<file path="src/rtl/lockup_free_mshr.sv">
// Lockup-free MSHR: unified load/store miss pool with store-to-load line
// ordering and a single outstanding repair at a time.
module lockup_free_mshr #(
   parameter int unsigned NUM_ENTRIES = 8,
   parameter int unsigned ADDR_W      = 32,
   parameter int unsigned DATA_W      = 32,
   parameter int unsigned ROB_ENTRIES = 32,
   parameter int unsigned ROB_IDX_W   = $clog2(ROB_ENTRIES),
   parameter int unsigned LINE_OFF_W  = 4
) (
   input  logic                         clk_i,
   input  logic                         rst_ni,
   input  logic                         flush_i,
   input  logic                         ld_alloc_en_i,
   input  logic [ADDR_W-1:0]            ld_alloc_addr_i,
   input  logic [ROB_IDX_W-1:0]         ld_alloc_rob_idx_i,
   input  logic                         st_alloc_en_i,
   input  logic [ADDR_W-1:0]            st_alloc_addr_i,
   input  logic [DATA_W-1:0]            st_alloc_data_i,
   output logic                         ld_full_o,
   output logic                         st_full_o,
   output logic [$clog2(NUM_ENTRIES):0] count_o,
   output logic                         repair_req_o,
   input  logic                         repair_ack_i,
   output logic [ADDR_W-1:0]            repair_req_addr_o,
   output logic [DATA_W-1:0]            repair_req_data_o,
   output logic [ROB_IDX_W-1:0]         repair_req_rob_idx_o,
   output logic                         repair_is_store_o,
   input  logic                         repair_complete_i,
   output logic                         repair_squashed_o
);
   localparam int unsigned IDX_W = $clog2(NUM_ENTRIES);
   localparam int unsigned CNT_W = IDX_W + 1;

   typedef enum logic [1:0] {FREE, WAIT, ISSUED} state_e;

   state_e                 state_q  [NUM_ENTRIES];
   logic [ADDR_W-1:0]      addr_q   [NUM_ENTRIES];
   logic [DATA_W-1:0]      data_q   [NUM_ENTRIES];
   logic [ROB_IDX_W-1:0]   rob_q    [NUM_ENTRIES];
   logic [NUM_ENTRIES-1:0] dep_q    [NUM_ENTRIES];
   logic [NUM_ENTRIES-1:0] is_store_q, squashed_q;
   logic [IDX_W-1:0]       rr_ptr_q, hold_idx_q;
   logic                   hold_q;

   logic [NUM_ENTRIES-1:0] free_v, elig_v, issued_v, ld_dep;
   logic [CNT_W-1:0]       num_free;
   logic [IDX_W-1:0]       ld_idx, st_idx, rr_idx, rr_probe, sel_idx, iss_idx;
   logic                   ld_found, st_found, rr_found, any_issued;
   logic                   ld_do, st_do, ack_do, cmpl_do;

   always_comb begin
      free_v   = '0;
      elig_v   = '0;
      issued_v = '0;
      num_free = '0;
      iss_idx  = '0;
      for (int unsigned i = 0; i < NUM_ENTRIES; i++) begin
         free_v[i]   = (state_q[i] == FREE);
         elig_v[i]   = (state_q[i] == WAIT) && (dep_q[i] == '0);
         issued_v[i] = (state_q[i] == ISSUED);
         num_free    = num_free + CNT_W'(free_v[i]);
         if (issued_v[i]) iss_idx = IDX_W'(i);
      end
   end

   // The load claims the lowest free slot; the store skips it only when the load really allocates.
   always_comb begin
      ld_idx   = '0;
      ld_found = 1'b0;
      st_idx   = '0;
      st_found = 1'b0;
      for (int unsigned i = 0; i < NUM_ENTRIES; i++) begin
         if (free_v[i] && !ld_found) begin
            ld_idx   = IDX_W'(i);
            ld_found = 1'b1;
         end
      end
      ld_do = ld_alloc_en_i && !flush_i && ld_found;
      for (int unsigned i = 0; i < NUM_ENTRIES; i++) begin
         if (free_v[i] && !st_found && !(ld_do && ld_idx == IDX_W'(i))) begin
            st_idx   = IDX_W'(i);
            st_found = 1'b1;
         end
      end
      st_do = st_alloc_en_i && st_found;
   end

   assign ld_full_o = (num_free == '0);
   assign st_full_o = ld_full_o || (num_free == CNT_W'(1) && ld_alloc_en_i && !flush_i);
   assign count_o   = CNT_W'(NUM_ENTRIES) - num_free;

   always_comb begin
      rr_idx   = '0;
      rr_found = 1'b0;
      rr_probe = '0;
      for (int unsigned k = 0; k < NUM_ENTRIES; k++) begin
         rr_probe = rr_ptr_q + IDX_W'(k);
         if (!rr_found && elig_v[rr_probe]) begin
            rr_idx   = rr_probe;
            rr_found = 1'b1;
         end
      end
   end

   assign any_issued           = |issued_v;
   assign sel_idx              = hold_q ? hold_idx_q : rr_idx;
   assign repair_req_o         = !any_issued && (hold_q || rr_found);
   assign ack_do               = repair_req_o && repair_ack_i;
   assign cmpl_do              = repair_complete_i && any_issued;
   assign repair_squashed_o    = cmpl_do && squashed_q[iss_idx];
   assign repair_is_store_o    = is_store_q[sel_idx];
   assign repair_req_addr_o    = addr_q[sel_idx];
   assign repair_req_data_o    = is_store_q[sel_idx] ? data_q[sel_idx] : '0;
   assign repair_req_rob_idx_o = is_store_q[sel_idx] ? '0 : rob_q[sel_idx];

   // A store completing this cycle must not be captured as a dependency.
   always_comb begin
      ld_dep = '0;
      for (int unsigned i = 0; i < NUM_ENTRIES; i++) begin
         ld_dep[i] = !free_v[i] && is_store_q[i] &&
                     (addr_q[i][ADDR_W-1:LINE_OFF_W] == ld_alloc_addr_i[ADDR_W-1:LINE_OFF_W]);
      end
      if (st_do && st_alloc_addr_i[ADDR_W-1:LINE_OFF_W] == ld_alloc_addr_i[ADDR_W-1:LINE_OFF_W])
         ld_dep[st_idx] = 1'b1;
      if (cmpl_do) ld_dep[iss_idx] = 1'b0;
   end

   always_ff @(posedge clk_i or negedge rst_ni) begin
      if (!rst_ni) begin
         for (int unsigned i = 0; i < NUM_ENTRIES; i++) begin
            state_q[i] <= FREE;
            addr_q[i]  <= '0;
            data_q[i]  <= '0;
            rob_q[i]   <= '0;
            dep_q[i]   <= '0;
         end
         is_store_q <= '0;
         squashed_q <= '0;
         rr_ptr_q   <= '0;
         hold_q     <= 1'b0;
         hold_idx_q <= '0;
      end else begin
         for (int unsigned i = 0; i < NUM_ENTRIES; i++) begin
            if (cmpl_do) dep_q[i][iss_idx] <= 1'b0;
            if (cmpl_do && issued_v[i]) begin
               state_q[i] <= FREE;
            end else if (ack_do && sel_idx == IDX_W'(i)) begin
               state_q[i]    <= ISSUED;
               squashed_q[i] <= flush_i && !is_store_q[i];
            end else if (flush_i && state_q[i] == WAIT && !is_store_q[i]) begin
               state_q[i] <= FREE;
            end else if (flush_i && issued_v[i] && !is_store_q[i]) begin
               squashed_q[i] <= 1'b1;
            end else if (ld_do && ld_idx == IDX_W'(i)) begin
               state_q[i]    <= WAIT;
               is_store_q[i] <= 1'b0;
               squashed_q[i] <= 1'b0;
               addr_q[i]     <= ld_alloc_addr_i;
               data_q[i]     <= '0;
               rob_q[i]      <= ld_alloc_rob_idx_i;
               dep_q[i]      <= ld_dep;
            end else if (st_do && st_idx == IDX_W'(i)) begin
               state_q[i]    <= WAIT;
               is_store_q[i] <= 1'b1;
               squashed_q[i] <= 1'b0;
               addr_q[i]     <= st_alloc_addr_i;
               data_q[i]     <= st_alloc_data_i;
               rob_q[i]      <= '0;
               dep_q[i]      <= '0;
            end
         end
         if (ack_do) rr_ptr_q <= sel_idx + IDX_W'(1);
         hold_q     <= repair_req_o && !repair_ack_i && !(flush_i && !is_store_q[sel_idx]);
         hold_idx_q <= sel_idx;
      end
   end
endmodule

</file>
<file path="config.mk">
export PLATFORM = sky130hd
export DESIGN_NAME = lockup_free_mshr
export DESIGN_NICKNAME = d
export VERILOG_FILES = /design/src/rtl/lockup_free_mshr.sv
export SDC_FILE = /design/constraint.sdc
export NUM_CORES = 2
export LEC_CHECK = 0
export BUFFER_PORTS_ARGS = -buffer_cell sky130_fd_sc_hd__buf_4
export CAP_MARGIN = 20
export CELL_PAD_IN_SITES_DETAIL_PLACEMENT = 2
export CELL_PAD_IN_SITES_GLOBAL_PLACEMENT = 2
export CORE_ASPECT_RATIO = 0.5
export CORE_MARGIN = 3
export CORE_UTILIZATION = 42
export CTS_CLUSTER_DIAMETER = 200
export DETAILED_ROUTE_END_ITERATION = 7
export HOLD_SLACK_MARGIN = 0.12
export PLACE_DENSITY = 0.84
export SLEW_MARGIN = 5
export SYNTH_ARGS = -nofsm -noshare
export SYNTH_HDL_FRONTEND = slang
export SYNTH_SLANG_ARGS = --single-unit
</file>
<file path="constraint.sdc">
create_clock -name clk_i -period 9.1 [get_ports clk_i]
set_clock_uncertainty 0.2 [all_clocks]
set_input_delay 1.82 -clock clk_i [delete_from_list [all_inputs] [get_ports clk_i]]
set_output_delay 1.82 -clock clk_i [all_outputs]
set_load 0.02 [all_outputs]
</file>
After elaboration in Yosys (flattened, before gate mapping)
Index checks and enable logic that the tools add are counted.

Register bits after elaboration: 655. Latch bits: 0. Bits in writable memories: 0. ROM bits: 0. Output and inout port bits: 78. Logic and storage cells: 756. Memories: 0.

$add $sub $neg: 16. $mul: 0. Divide/modulo/power cells: 0. Order comparisons: 14. Equality and inequality tests: 63. Shifts and indexed selects: 0. Mux-type cells: 299. Bitwise operators: 44. Reduce and logical (&&, ||, !) cells: 261.

Operators with widths (number): 32-bit two-way mux (37); 8-bit two-way mux (58); 28-bit == test (9); 32-bit binary-select mux with 3-bit select (2); 1-bit logical AND (140); 2-bit two-way mux (50); 1-bit two-way mux (95); 5-bit two-way mux (19); 3-bit two-way mux (25); 8-bit bitwise AND (9); 8-bit logical NOT (8); 1-bit logical NOT (50); 3-bit by 4-bit less-than comparator with 1-bit output (second input constant) (11); 5-bit AND reduction (8); 5-bit nonzero test (8); 3-bit == test (second input constant) (12); 4-bit != test (second input constant) (8); 1-bit NOT (32); 4-bit nonzero test (8); 1-bit binary-select mux with 3-bit select (10); 3-bit AND reduction (8); 3-bit by 2-bit == test with 1-bit output (second input constant) (6); 4-bit by 1-bit adder with 4-bit output (4); 2-bit by 1-bit == test with 1-bit output (second input constant) (8); 25 further kinds (72).

Logic depth before layout (Yosys ltp)
Word-level depth: 69. Depth in mapped cells: 24.

Worst setup path after synthesis
No wires, ideal clock.

Kind: reg-to-output. From: register state_q[9] in the netlist's numbering. To: output port count_o[2]. Arrival: 4.038 ns. Slack: 3.042 ns. Cell stages (with the launch flop): 15. Buffers on the path: 1. Path through: dfrtp_1 clkbuf_1 or2_2 inv_2 fa_1 inv_1 fa_1 fa_1 inv_1 ha_1 fa_1 inv_1 ha_1 xor2_1 xnor2_1.

Cells in the longest elaborated chain, start to end: 7.

RTL lines: start, declared (RTL line 37) `state_e state_q [NUM_ENTRIES];`; start signal, assigned by index (RTL line 132) `state_q[i] <= FREE;`; start signal, assigned by index (RTL line 147) `state_q[i] <= FREE;`; start signal, assigned by index (RTL line 149) `state_q[i] <= ISSUED;`; 2-bit logical NOT (RTL line 59) `free_v[i] = (state_q[i] == FREE);`; 3-bit by 1-bit adder with 4-bit output (RTL line 62) `num_free = num_free + CNT_W'(free_v[i]);`; 4-bit by 1-bit adder with 4-bit output (4 in a row) (RTL line 62); 4-bit subtractor (RTL line 91) `assign count_o = CNT_W'(NUM_ENTRIES) - num_free;`; end, declared (RTL line 22) `output logic [$clog2(NUM_ENTRIES):0] count_o,`.

Every way passes these cells.

Worst setup path in the final report
From: register rr_ptr_q[1]. To: output port repair_req_data_o[0].

Cells in the longest elaborated chain, start to end: 30. Elaborated cells on any way between the ends: 60.

RTL lines: start, declared (RTL line 43) `logic [IDX_W-1:0] rr_ptr_q, hold_idx_q;`; start signal, assigned (RTL line 173) `if (ack_do) rr_ptr_q <= sel_idx + IDX_W'(1);`; parallel branches: the longest is 23 deep, another holds 3-bit by 1-bit adder with 3-bit output; 3-bit two-way mux (*) (RTL line 99) `if (!rr_found && elig_v[rr_probe]) begin`; 3-bit two-way mux (*) (RTL line 107) `assign sel_idx = hold_q ? hold_idx_q : rr_idx;`; 3-bit NOT with 4-bit output (not written as such) (RTL line 114) `assign repair_req_data_o = is_store_q[sel_idx] ? data_q[sel_idx] : '0;`; 32-bit binary-select mux with 3-bit select (RTL line 114); 32-bit two-way mux (not written as such) (2 in a row) (RTL line 114); 32-bit two-way mux (*) (RTL line 114); end, declared (RTL line 26) `output logic [DATA_W-1:0] repair_req_data_o,`.

Every way passes the cells marked *. The select of a mux whose other input is x is not followed.

==> results.yml <==
final_layout:
  seq_area_um2: 16400
  drive_above_1_share_pct: 11.8
  nNetsFinal: 4270
  synthToLayoutAreaGrowth_pct: 10.8
  nFillCells: 9384
  multi_input_area_um2: 20000
grt:
  grt-ovfl-total: 0
  track_usage_pct: 35.0
  grt_first_pass_wirelength_um: 251000
  grt_pass1_vias: 37800
  antenna_found_initial: 9
  grt_max_degree: 158
yosys:
  synth.most_common_cell: "nand2_1"
  synth_edf_count: 0
  synthTopCellsByArea: "dfrtp_1 (43%), mux2i_1 (13%), nand2_1 (10%)"
  synth_nets: 4369
  avgSynthCellArea_um2: 8.99
  syn_area_um2: 38200
  async_flop_share_pct: 100
  synth_top_area_share_pct: 43.0
  yosys_most_used_dff: "dfrtp_1"
  seq_area_frac_synth_pct: 43.0
  yosys_warnings: 0
  yosysTopAreaCell: "dfrtp_1"
  ys_seq_elements: 655
  synthCells: 4242
  synthTopCellsByCount: "nand2_1 (1,025), dfrtp_1 (655), mux2i_1 (480), o21ai_0 (464), clkbuf_1 (221)"
  yosys.cell_types.count: 83
timing:
  period_share_pct: 96.5
  rsz0062_at_grt: "no"
  fin_setup_tns_ns: 0
  maxSlewViolCount: 0
  setup_viol: 0
  relSlewSlack_pct: 14.3
  worst_pin_slew_ns: 1.29
  hold_violations: 0
  period_minus_slack_ns: 8.78
  clock.fmax_mhz: 114
die:
  core_um2: 89200
  die-height_um: 219
  rows: 77
  die_w_um: 432
  initial_utilization_pct: 42.8
  ios: 186
  die_area_um2: 94700
hold_path:
  min_path_type: "reg2reg"
  hold_start: "data_q[236]$_DFFE_PN0P_"
placed_design:
  gp_congestion: 0.964
  dpl.hpwl_um: 103000
  portBuffers: 185
critical_path:
  critPathBufInv: 5
  critPathMaxStageDelay_ns: 0.78
  cp_top_family: "buffers and inverters"
  path_cells: "inv_1, ha_1, inv_1, nor2_1, o311ai_0, nand4_1, and4b_4, nand4_1, and4_4, nor2_4, buf_12, buf_4, nand2_1, and3_1, o32ai_1, buf_4"
  cp_slowest_cell: "buf_4"
  cp_max_fo: 111
  crit_path_start: "rr_ptr_q[1]$_DFFE_PN0P_"
  crit_arrival_ns: 6.76
  worstPathRequired_ns: 7.08
  path_class: "reg2out"
  start_kind: "flop"
  r2r-start: "state_q[11]$_DFFE_PN0P_"
  cp-end-kind: "output port"
detailed_routing:
  wl_per_cell_um: 31.0
  ant_nets: 0
  drc: 0
  drtIter0Drc: 2955
  vias: 34200
  routed_wl_um: 167000
  vias_per_cell: 6.35
  drt-pass1-iter-count: 5
clock_network:
  clk_path_buf_depth: 3
  cts_tree: "built"
  hold_buffers: 0
  cts-root-buf: "clkbuf_16"
  htreeDepth: 3
  clock_latency_ns: 0.69
  clock-sinks: 655
  cts_buffers: 67
  clkTransAtPathRegs_ns: 0.07
  post_cts_buffers: 0
  cts_resized: 0
outcome:
  status: "complete, no violations"
job:
  maxCapViolations: 0
[path summary, 6_finish.rpt]
kind	cells past startpoint	slack, ns	to
setup reg to reg	17	2.10	dep_q[34]$_DFF_PN0_
setup / recovery	16	0.32	repair_req_data_o[0]
max in group asynchronous	3	5.75	addr_q[65]$_DFFE_PN0P_
hold reg to reg	2	0.28	data_q[236]$_DFFE_PN0P_
min in group asynchronous	1	0.87	data_q[6]$_DFFE_PN0P_
hold / removal	2	0.28	data_q[236]$_DFFE_PN0P_
[kinds of logic after synthesis]
kind of cell / Yosys count / synth area share, %
buffers and inverters: 450 / 5.06
DFF: 655 / 43.0
adders and majority gates: 19 / 0.702
and+or+nand+nor: 1505 / 17.1
xor gates and xnor gates: 257 / 5.90
AOI/OAI and AO/OA: 808 / 13.6
muxes: 548 / 14.7
[cell usage in the layout (no fill, tap or decap), types with 7 or more instances in the layout]
master	n
dfrtp_1	655
xor2_1	164
nor2b_1	13
nand2b_1	9
and2_1	11
nand4_1	64
a211oi_1	7
nor3_1	15
a32o_1	40
o21a_1	9
diode_2	7
a22o_1	42
buf_4	231
a31oi_1	70
nor2_1	137
a22oi_1	22
clkbuf_1	16
inv_1	32
nand2_1	1021
mux2_2	64
a21oi_1	42
buf_12	11
nand3_1	59
o21ai_0	464
clkbuf_8	14
clkbuf_16	68
ha_1	15
clkinv_2	13
o22ai_1	11
o32ai_2	28
mux2i_1	480
nor4_1	56
and3_1	70
xnor2_1	93
[metrics by stage]
stage          hold slack, ns  cells  util [%]  instance area, um^2  setup slack (ns)
3_5_place_dp            0.260   5256      44.9                40000              1.28
6_report                0.277   5387      47.4                42300             0.316
2_1_floorplan           0.239   4242         -                38200              3.04
3_3_place_gp            0.249   5254      44.8                40000              1.34
5_1_grt                 0.306   5385      47.4                42300            0.0278
4_1_cts                 0.276   5377      47.3                42200             0.527
[worst min-delay path, cell delays in order (launching register included)]
cell and delay [ns]:
dfrtp_1 0.34, nand2_1 0.05, nand2_1 0.05
[routing by layer]
metal	global-route usage, %	share of wire (%)
met4	19.5	5.7
met1	44.3	41
met3	6.37	6.1
met2	56.9	47
met5	0	0.010
[sequential cells by signal, summed over array words and instances, names as in the netlist]
register	flops
rob_q	40
hold_idx_q	3
dep_q	64
rr_ptr_q	3
addr_q	256
hold_q	1
state_q	16
squashed_q	8
is_store_q	8
data_q	256
[cell type report]
cell class / instances / share of cell area [%]
sequential: 655 / 38.8
multi-input combinational: 3137 / 47.4
clock buffer: 98 / 4.62
timing repair buffer: 245 / 4.74
tap: 1185 / 3.51
antenna: 7 / 0.0414
clock inverter: 23 / 0.559
inverter: 37 / 0.346
Power is left out: the tool's default activity adds up to more than one toggle a clock period on the data nets, which glitch-free logic cannot reach.
